### src/rtl/interface_controller_out_pkg.sv
// rtl/interface_controller_out_pkg.sv - shared opcodes, field positions and read-side FSM states
package ifc_pkg;
  localparam int HOST_ADDR_WIDTH = 4;
  localparam int HDR_OVERHEAD    = 21;

  localparam logic [2:0] OP_CONNECT    = 3'b000;
  localparam logic [2:0] OP_DISCONNECT = 3'b001;
  localparam logic [2:0] OP_SEND_DATA  = 3'b010;

  localparam int OPC_LSB  = 0;
  localparam int OPC_MSB  = 2;
  localparam int ADDR_LSB = 3;

  typedef logic [2:0] state_t;
  localparam state_t ST_CMD_RD = 3'd0;
  localparam state_t ST_CMD    = 3'd1;
  localparam state_t ST_LEN_RD = 3'd2;
  localparam state_t ST_LEN    = 3'd3;
  localparam state_t ST_PAY_RD = 3'd4;
  localparam state_t ST_PAY    = 3'd5;
  localparam state_t ST_HOLD   = 3'd6;
endpackage

### src/rtl/interface_controller_out_if.sv
// rtl/interface_controller_out_if.sv - FIFO read port, host events and payload stream
interface interface_controller_out_if #(parameter int NUM_HOST = 4);
  logic                empty_i;
  logic [7:0]          data_i;
  logic                readreq_o;
  logic                connect_o;
  logic                disconnect_o;
  logic [NUM_HOST-1:0] host_addr_o;
  logic                msg_start_o;
  logic [7:0]          msg_length_o;
  logic [7:0]          payload_o;
  logic                payload_valid_o;
  logic                payload_last_o;
  logic                payload_ready_i;
  logic                msg_done_o;
  logic                err_o;

  modport master (
    input  empty_i, data_i, payload_ready_i,
    output readreq_o, connect_o, disconnect_o, host_addr_o, msg_start_o, msg_length_o,
           payload_o, payload_valid_o, payload_last_o, msg_done_o, err_o
  );

  modport slave (
    output empty_i, data_i, payload_ready_i,
    input  readreq_o, connect_o, disconnect_o, host_addr_o, msg_start_o, msg_length_o,
           payload_o, payload_valid_o, payload_last_o, msg_done_o, err_o
  );
endinterface

### src/rtl/interface_controller_out.sv
// rtl/interface_controller_out.sv - decodes the interface FIFO byte stream into host events and payload
module interface_controller_out
  import ifc_pkg::*;
#(
  parameter int NUM_HOST     = HOST_ADDR_WIDTH,
  parameter int HDR_OVERHEAD = ifc_pkg::HDR_OVERHEAD
) (
  input logic clk,
  input logic rst,
  interface_controller_out_if.master bus
);
  localparam logic [7:0] HDR8 = 8'(HDR_OVERHEAD);

  state_t              state;
  logic [7:0]          cnt;
  logic                connect_r, disconnect_r, msg_start_r, msg_done_r, err_r;
  logic [NUM_HOST-1:0] host_addr_r;
  logic [7:0]          msg_length_r, payload_r;
  logic                payload_valid_r, payload_last_r;
  logic                rd_state;
  logic [2:0]          opcode;
  logic [7:0]          pay_count;

  assign rd_state  = (state == ST_CMD_RD) || (state == ST_LEN_RD) || (state == ST_PAY_RD);
  // Gated by reset so the pop request is low while held in reset like every other output.
  assign bus.readreq_o = rst && rd_state && !bus.empty_i;
  assign opcode    = bus.data_i[OPC_MSB:OPC_LSB];
  assign pay_count = bus.data_i - HDR8;

  always_ff @(posedge clk or negedge rst) begin
    if (!rst) begin
      state           <= ST_CMD_RD;
      cnt             <= 8'd0;
      connect_r       <= 1'b0;
      disconnect_r    <= 1'b0;
      msg_start_r     <= 1'b0;
      msg_done_r      <= 1'b0;
      err_r           <= 1'b0;
      host_addr_r     <= '0;
      msg_length_r    <= 8'd0;
      payload_r       <= 8'd0;
      payload_valid_r <= 1'b0;
      payload_last_r  <= 1'b0;
    end else begin
      connect_r    <= 1'b0;
      disconnect_r <= 1'b0;
      msg_start_r  <= 1'b0;
      msg_done_r   <= 1'b0;
      err_r        <= 1'b0;
      case (state)
        ST_CMD_RD: if (!bus.empty_i) state <= ST_CMD;
        ST_CMD: begin
          state <= ST_CMD_RD;
          case (opcode)
            OP_CONNECT: begin
              connect_r   <= 1'b1;
              host_addr_r <= bus.data_i[ADDR_LSB +: NUM_HOST];
            end
            OP_DISCONNECT: begin
              disconnect_r <= 1'b1;
              host_addr_r  <= bus.data_i[ADDR_LSB +: NUM_HOST];
            end
            OP_SEND_DATA: begin
              host_addr_r <= bus.data_i[ADDR_LSB +: NUM_HOST];
              state       <= ST_LEN_RD;
            end
            default: err_r <= 1'b1;
          endcase
        end
        ST_LEN_RD: if (!bus.empty_i) state <= ST_LEN;
        ST_LEN: begin
          if (bus.data_i < HDR8) begin
            err_r <= 1'b1;
            state <= ST_CMD_RD;
          end else begin
            msg_start_r  <= 1'b1;
            msg_length_r <= pay_count;
            cnt          <= pay_count;
            if (pay_count == 8'd0) begin
              msg_done_r <= 1'b1;
              state      <= ST_CMD_RD;
            end else begin
              state <= ST_PAY_RD;
            end
          end
        end
        ST_PAY_RD: if (!bus.empty_i) state <= ST_PAY;
        ST_PAY: begin
          payload_r       <= bus.data_i;
          payload_valid_r <= 1'b1;
          payload_last_r  <= (cnt == 8'd1);
          state           <= ST_HOLD;
        end
        ST_HOLD: if (bus.payload_ready_i) begin
          payload_valid_r <= 1'b0;
          payload_last_r  <= 1'b0;
          cnt             <= cnt - 8'd1;
          if (cnt == 8'd1) begin
            msg_done_r <= 1'b1;
            state      <= ST_CMD_RD;
          end else begin
            state <= ST_PAY_RD;
          end
        end
        default: state <= ST_CMD_RD;
      endcase
    end
  end

  assign bus.connect_o       = connect_r;
  assign bus.disconnect_o    = disconnect_r;
  assign bus.host_addr_o     = host_addr_r;
  assign bus.msg_start_o     = msg_start_r;
  assign bus.msg_length_o    = msg_length_r;
  assign bus.payload_o       = payload_r;
  assign bus.payload_valid_o = payload_valid_r;
  assign bus.payload_last_o  = payload_last_r;
  assign bus.msg_done_o      = msg_done_r;
  assign bus.err_o           = err_r;
endmodule

### src/flat_wrapper.sv
// flat-port wrapper written by rule: the top's interface ports become plain ports
module interface_controller_out_flat import ifc_pkg::*;
#(
  parameter int NUM_HOST     = HOST_ADDR_WIDTH,
  parameter int HDR_OVERHEAD = ifc_pkg::HDR_OVERHEAD
)
  (clk, rst, bus_empty_i, bus_data_i, bus_payload_ready_i, bus_readreq_o, bus_connect_o, bus_disconnect_o, bus_host_addr_o, bus_msg_start_o, bus_msg_length_o, bus_payload_o, bus_payload_valid_o, bus_payload_last_o, bus_msg_done_o, bus_err_o);
  interface_controller_out_if #(.NUM_HOST(NUM_HOST)) bus_i ();
  input logic clk;
  input logic rst;
  input wire logic [$bits(bus_i.empty_i)-1:0] bus_empty_i;
  input wire logic [$bits(bus_i.data_i)-1:0] bus_data_i;
  input wire logic [$bits(bus_i.payload_ready_i)-1:0] bus_payload_ready_i;
  output wire logic [$bits(bus_i.readreq_o)-1:0] bus_readreq_o;
  output wire logic [$bits(bus_i.connect_o)-1:0] bus_connect_o;
  output wire logic [$bits(bus_i.disconnect_o)-1:0] bus_disconnect_o;
  output wire logic [$bits(bus_i.host_addr_o)-1:0] bus_host_addr_o;
  output wire logic [$bits(bus_i.msg_start_o)-1:0] bus_msg_start_o;
  output wire logic [$bits(bus_i.msg_length_o)-1:0] bus_msg_length_o;
  output wire logic [$bits(bus_i.payload_o)-1:0] bus_payload_o;
  output wire logic [$bits(bus_i.payload_valid_o)-1:0] bus_payload_valid_o;
  output wire logic [$bits(bus_i.payload_last_o)-1:0] bus_payload_last_o;
  output wire logic [$bits(bus_i.msg_done_o)-1:0] bus_msg_done_o;
  output wire logic [$bits(bus_i.err_o)-1:0] bus_err_o;
  assign bus_i.empty_i = bus_empty_i;
  assign bus_i.data_i = bus_data_i;
  assign bus_i.payload_ready_i = bus_payload_ready_i;
  assign bus_readreq_o = bus_i.readreq_o;
  assign bus_connect_o = bus_i.connect_o;
  assign bus_disconnect_o = bus_i.disconnect_o;
  assign bus_host_addr_o = bus_i.host_addr_o;
  assign bus_msg_start_o = bus_i.msg_start_o;
  assign bus_msg_length_o = bus_i.msg_length_o;
  assign bus_payload_o = bus_i.payload_o;
  assign bus_payload_valid_o = bus_i.payload_valid_o;
  assign bus_payload_last_o = bus_i.payload_last_o;
  assign bus_msg_done_o = bus_i.msg_done_o;
  assign bus_err_o = bus_i.err_o;
  interface_controller_out #(.NUM_HOST(NUM_HOST), .HDR_OVERHEAD(HDR_OVERHEAD)) u_core (.clk(clk), .rst(rst), .bus(bus_i));
endmodule
### config.mk
export PLATFORM = sky130hd
export DESIGN_NAME = interface_controller_out_flat
export DESIGN_NICKNAME = d
export VERILOG_FILES = /design/src/rtl/interface_controller_out_pkg.sv /design/src/rtl/interface_controller_out_if.sv /design/src/rtl/interface_controller_out.sv /design/src/flat_wrapper.sv
export SDC_FILE = /design/constraint.sdc
export NUM_CORES = 1
export LEC_CHECK = 0
export ABC_CLOCK_PERIOD_IN_PS = 1670
export CAP_MARGIN = 20
export CORE_MARGIN = 4
export CORE_UTILIZATION = 46
export DETAILED_ROUTE_END_ITERATION = 10
export PLACE_DENSITY_LB_ADDON = 0.08
export SYNTH_ARGS = -nofsm -noshare
export SYNTH_HDL_FRONTEND = slang
export SYNTH_SLANG_ARGS = --single-unit
### constraint.sdc
create_clock -name clk -period 1.67 [get_ports clk]
set_clock_uncertainty 0.2 [all_clocks]
set_input_delay 0.334 -clock clk [delete_from_list [all_inputs] [get_ports clk]]
set_output_delay 0.334 -clock clk [all_outputs]
set_load 0.1 [all_outputs]
==> metrics <==
status=finished, violations left; failing checks=setup timing; Yosys top cell area share=0.497; synth unique cells=42; ranking of synthesized cells by area=dfrtp_1 (50%), mux2_2 (7.7%), o21ai_0 (6.0%); Crit path largest cell delay=0.47 ns; crit path cell chain=nor4_1, buf_4, nand2_1, o21ai_0, a21oi_2, a211oi_2; Post-synth EDFFs=0; final hold vios=0; worst setup margin=-0.327 ns; Die X-Extent=72.5 µm; wire per inst=22.5 µm; DRC=0; Reg2Reg Depth=6; die height=72.5 µm; Num CTS Buffers=5; Initial Util=0.478; crit-path leading delay family=compound AO/OA/AOI/OAI gates; initial antenna violation count=0; WP buf/inv=1; register bit count reported by yosys=38; critical path peak fanout=5; ant diodes=0; ys flop type=dfrtp_1; Internal Pwr Total=3.65 mW; layout cells sized above 1=0.571; CTS Buffer Depth=2; syn avg cell area=10.4 µm²; drt pass-1 iters=6; Final setup viols=22; startpoint types=flop; CTS H-tree lvls=2; largest net degree at the start of global routing=39; RSZ-0062 raised after global routing=true; Synth area leader=dfrtp_1; Area Overhead vs Synth=85.1%; Routed WL=7.62 mm; vias post-DR=2,078; CTS clock-pin slew for the worst setup and hold paths=0.08 ns; CP Capture Type=flop; GRT Total Usage=0.282; Peak Freq=501 MHz; period utilization=1.20; P_leak=1.62 nW; via/cell ratio=6.13; Worst Max-Slew Pin Slew=0.502 ns; Syn Inst Count=184; Flop pwr share=0.238; IO buf count=39; routability cong.=0.941; Slowest cell on crit path=dfrtp_1; post-synthesis sequential area ratio=0.497; Layout fillers=157; global-route wire length before repair=11.1 mm; most common library cells after synthesis=dfrtp_1 (38), o21ai_0 (23), nand2_1 (17); CP Data Required Time=1.69 ns; boundary pin count=40; Crit path depth=6; pre-CTS setup slack=-0.951 ns; most common cell in the netlist=dfrtp_1; Hold WS=0.186 ns; total gr overflow=0; mapped cell area=1910 µm²; Tmin final=2.00 ns; ANT nets after route=0; Setup CP Type=flop to flop; Core Rows=23; Switching Share=0.512; post-DP HPWL=4.02 mm; clock sinks=38; logic gate share of total power=0.657; number of DRC markers in iteration 0=243; Min-Delay Path Class=primary input to flop; CTS tree=done; syn nets=203; vias in the first global route=2,177; worst vdd ir=1.91 mV; Final nets=307; slew margin rel.=0.665; clk root buf=clkbuf_8; Clk Latency, worst-skew pair=0.30 ns; full die area=5250 µm²; Ys Warns=0; Pwr Density=2110 nW/µm²; hold path cells=3; Clock power frac=0.105; max_cap viols=0; crit path DAT=2.01 ns; max-slew violations=0; Async SR Flop Fraction=1.00; Placeable Area=4000 µm²; Final Util=0.885; Switch Pwr=3.83 mW
[worst paths after layout]
check	startpoint	to	slack [ns]
max	u_core.cnt[3]	u_core.cnt[7]	-0.33
min	bus_data_i[0]	u_core.bus.msg_length_o[0]	0.19
max reg2reg	u_core.cnt[3]	u_core.cnt[7]	-0.33
min reg2reg	u_core.bus.payload_valid_o	u_core.bus.payload_valid_o	0.34
max in group asynchronous	rst	u_core.bus.payload_o[6]	0.46
min in group asynchronous	rst	u_core.bus.payload_o[2]	0.45
[registers in the layout (all words and copies together) (netlist names)]
register,count
u_core.bus.msg_start_o,1
u_core.bus.payload_last_o,1
u_core.bus.payload_o,8
u_core.bus.msg_length_o,8
u_core.bus.err_o,1
u_core.bus.disconnect_o,1
u_core.state,3
u_core.bus.payload_valid_o,1
u_core.bus.msg_done_o,1
u_core.bus.connect_o,1
u_core.cnt,8
u_core.bus.host_addr_o,4
[power groups by stage]
stage	clock (mW)	sequential [mW]	combinational (mW)
finish	0.784	1.78	4.91
global route	0.837	1.82	5.03
CTS	0.785	1.72	4.63
detailed placement	0	1.73	4.36
global placement	0	1.70	4.29
floorplan	0	3.48	0.820
[what timing repair did]
action / CTS / global route
setup endpoints to repair: 26 / 32
gates cloned: 1 / 0
buffers inserted: 21 / 3
pin swaps: 21 / 12
hold buffers: 1 / 0
gates resized for setup: 61 / 34
endpoints found under the hold margin: 38 / 0
[cell type report]
type | instances | area, µm² | share of cell area
Clock buffer | 5 | 68.8 | 0.0194
Inverter | 7 | 50.0 | 0.0141
Tap cell | 50 | 62.6 | 0.0177
Clock inverter | 3 | 40.0 | 0.0113
Sequential cell | 38 | 951 | 0.269
Timing Repair Buffer | 104 | 1230 | 0.348
Multi-Input combinational cell | 132 | 1130 | 0.321
[stage by stage]
step | instances | power (mW) | TNS [ns] | instance area [µm²]
2_1_floorplan | 184 | 4.30 | -1.22 | 1970
3_3_place_gp | 308 | 5.99 | -17.79 | 2980
3_5_place_dp | 308 | 6.09 | -18.54 | 2980
4_1_cts | 338 | 7.14 | -2.31 | 3410
5_1_grt | 339 | 7.69 | -4.98 | 3540
6_report | 339 | 7.48 | -4.21 | 3540
[cell usage in the layout, fill, tap and decap left out, types with 2 or more instances in the layout]
cell             Yosys  layout
nor2_4               0       3
nand3b_1             3       3
nor2_1              11       8
inv_1                7       4
buf_4                0      51
a21oi_1             16      10
o21ai_4              0       2
clkbuf_8             0       5
dfrtp_1             38      38
buf_6                3      12
xor2_1               3       3
clkdlybuf4s50_1      0       2
mux2_4               0       6
and3_4               0       2
o21ai_2              0       8
nand2_4              0       2
or2_4                0       2
nand2_1             17      15
nor4_1               2       2
a21oi_2              0       5
nor3b_2              0       2
nor4_4               1       2
mux2_2              13       7
dlygate4sd2_1        0       4
buf_12               0      30
o21ai_0             23       6
ha_1                 7       5
o21ai_1              0       7
clkinv_2             0       2
nor3_1               2       2
[worst min-delay path, stage by stage]
cell	delay (ns)
buf_6	0.10
buf_4	0.14
o31ai_1	0.07
[routing by layer]
layer | up-vias | part of all wire | global-route usage
met3 | 46 | 0.081 | 0.0776
met2 | 162 | 0.50 | 0.464
met1 | 1012 | 0.36 | 0.313
met5 | - | 0 | 0
met4 | 0 | 0.059 | 0.199
li1 | 858 | - | -
[logic make-up after synthesis]
group                      Yosys count  share of synthesized area
and+or+nand+nor                     56                      0.165
AOI/OAI and AO/OA                   52                      0.157
DFF                                 38                      0.497
buffers and inverters               14                     0.0399
muxes                               13                     0.0766
adders and majority gates            7                     0.0458
xor gates and xnor gates             4                     0.0183
(Power assumes the default switching activity.)
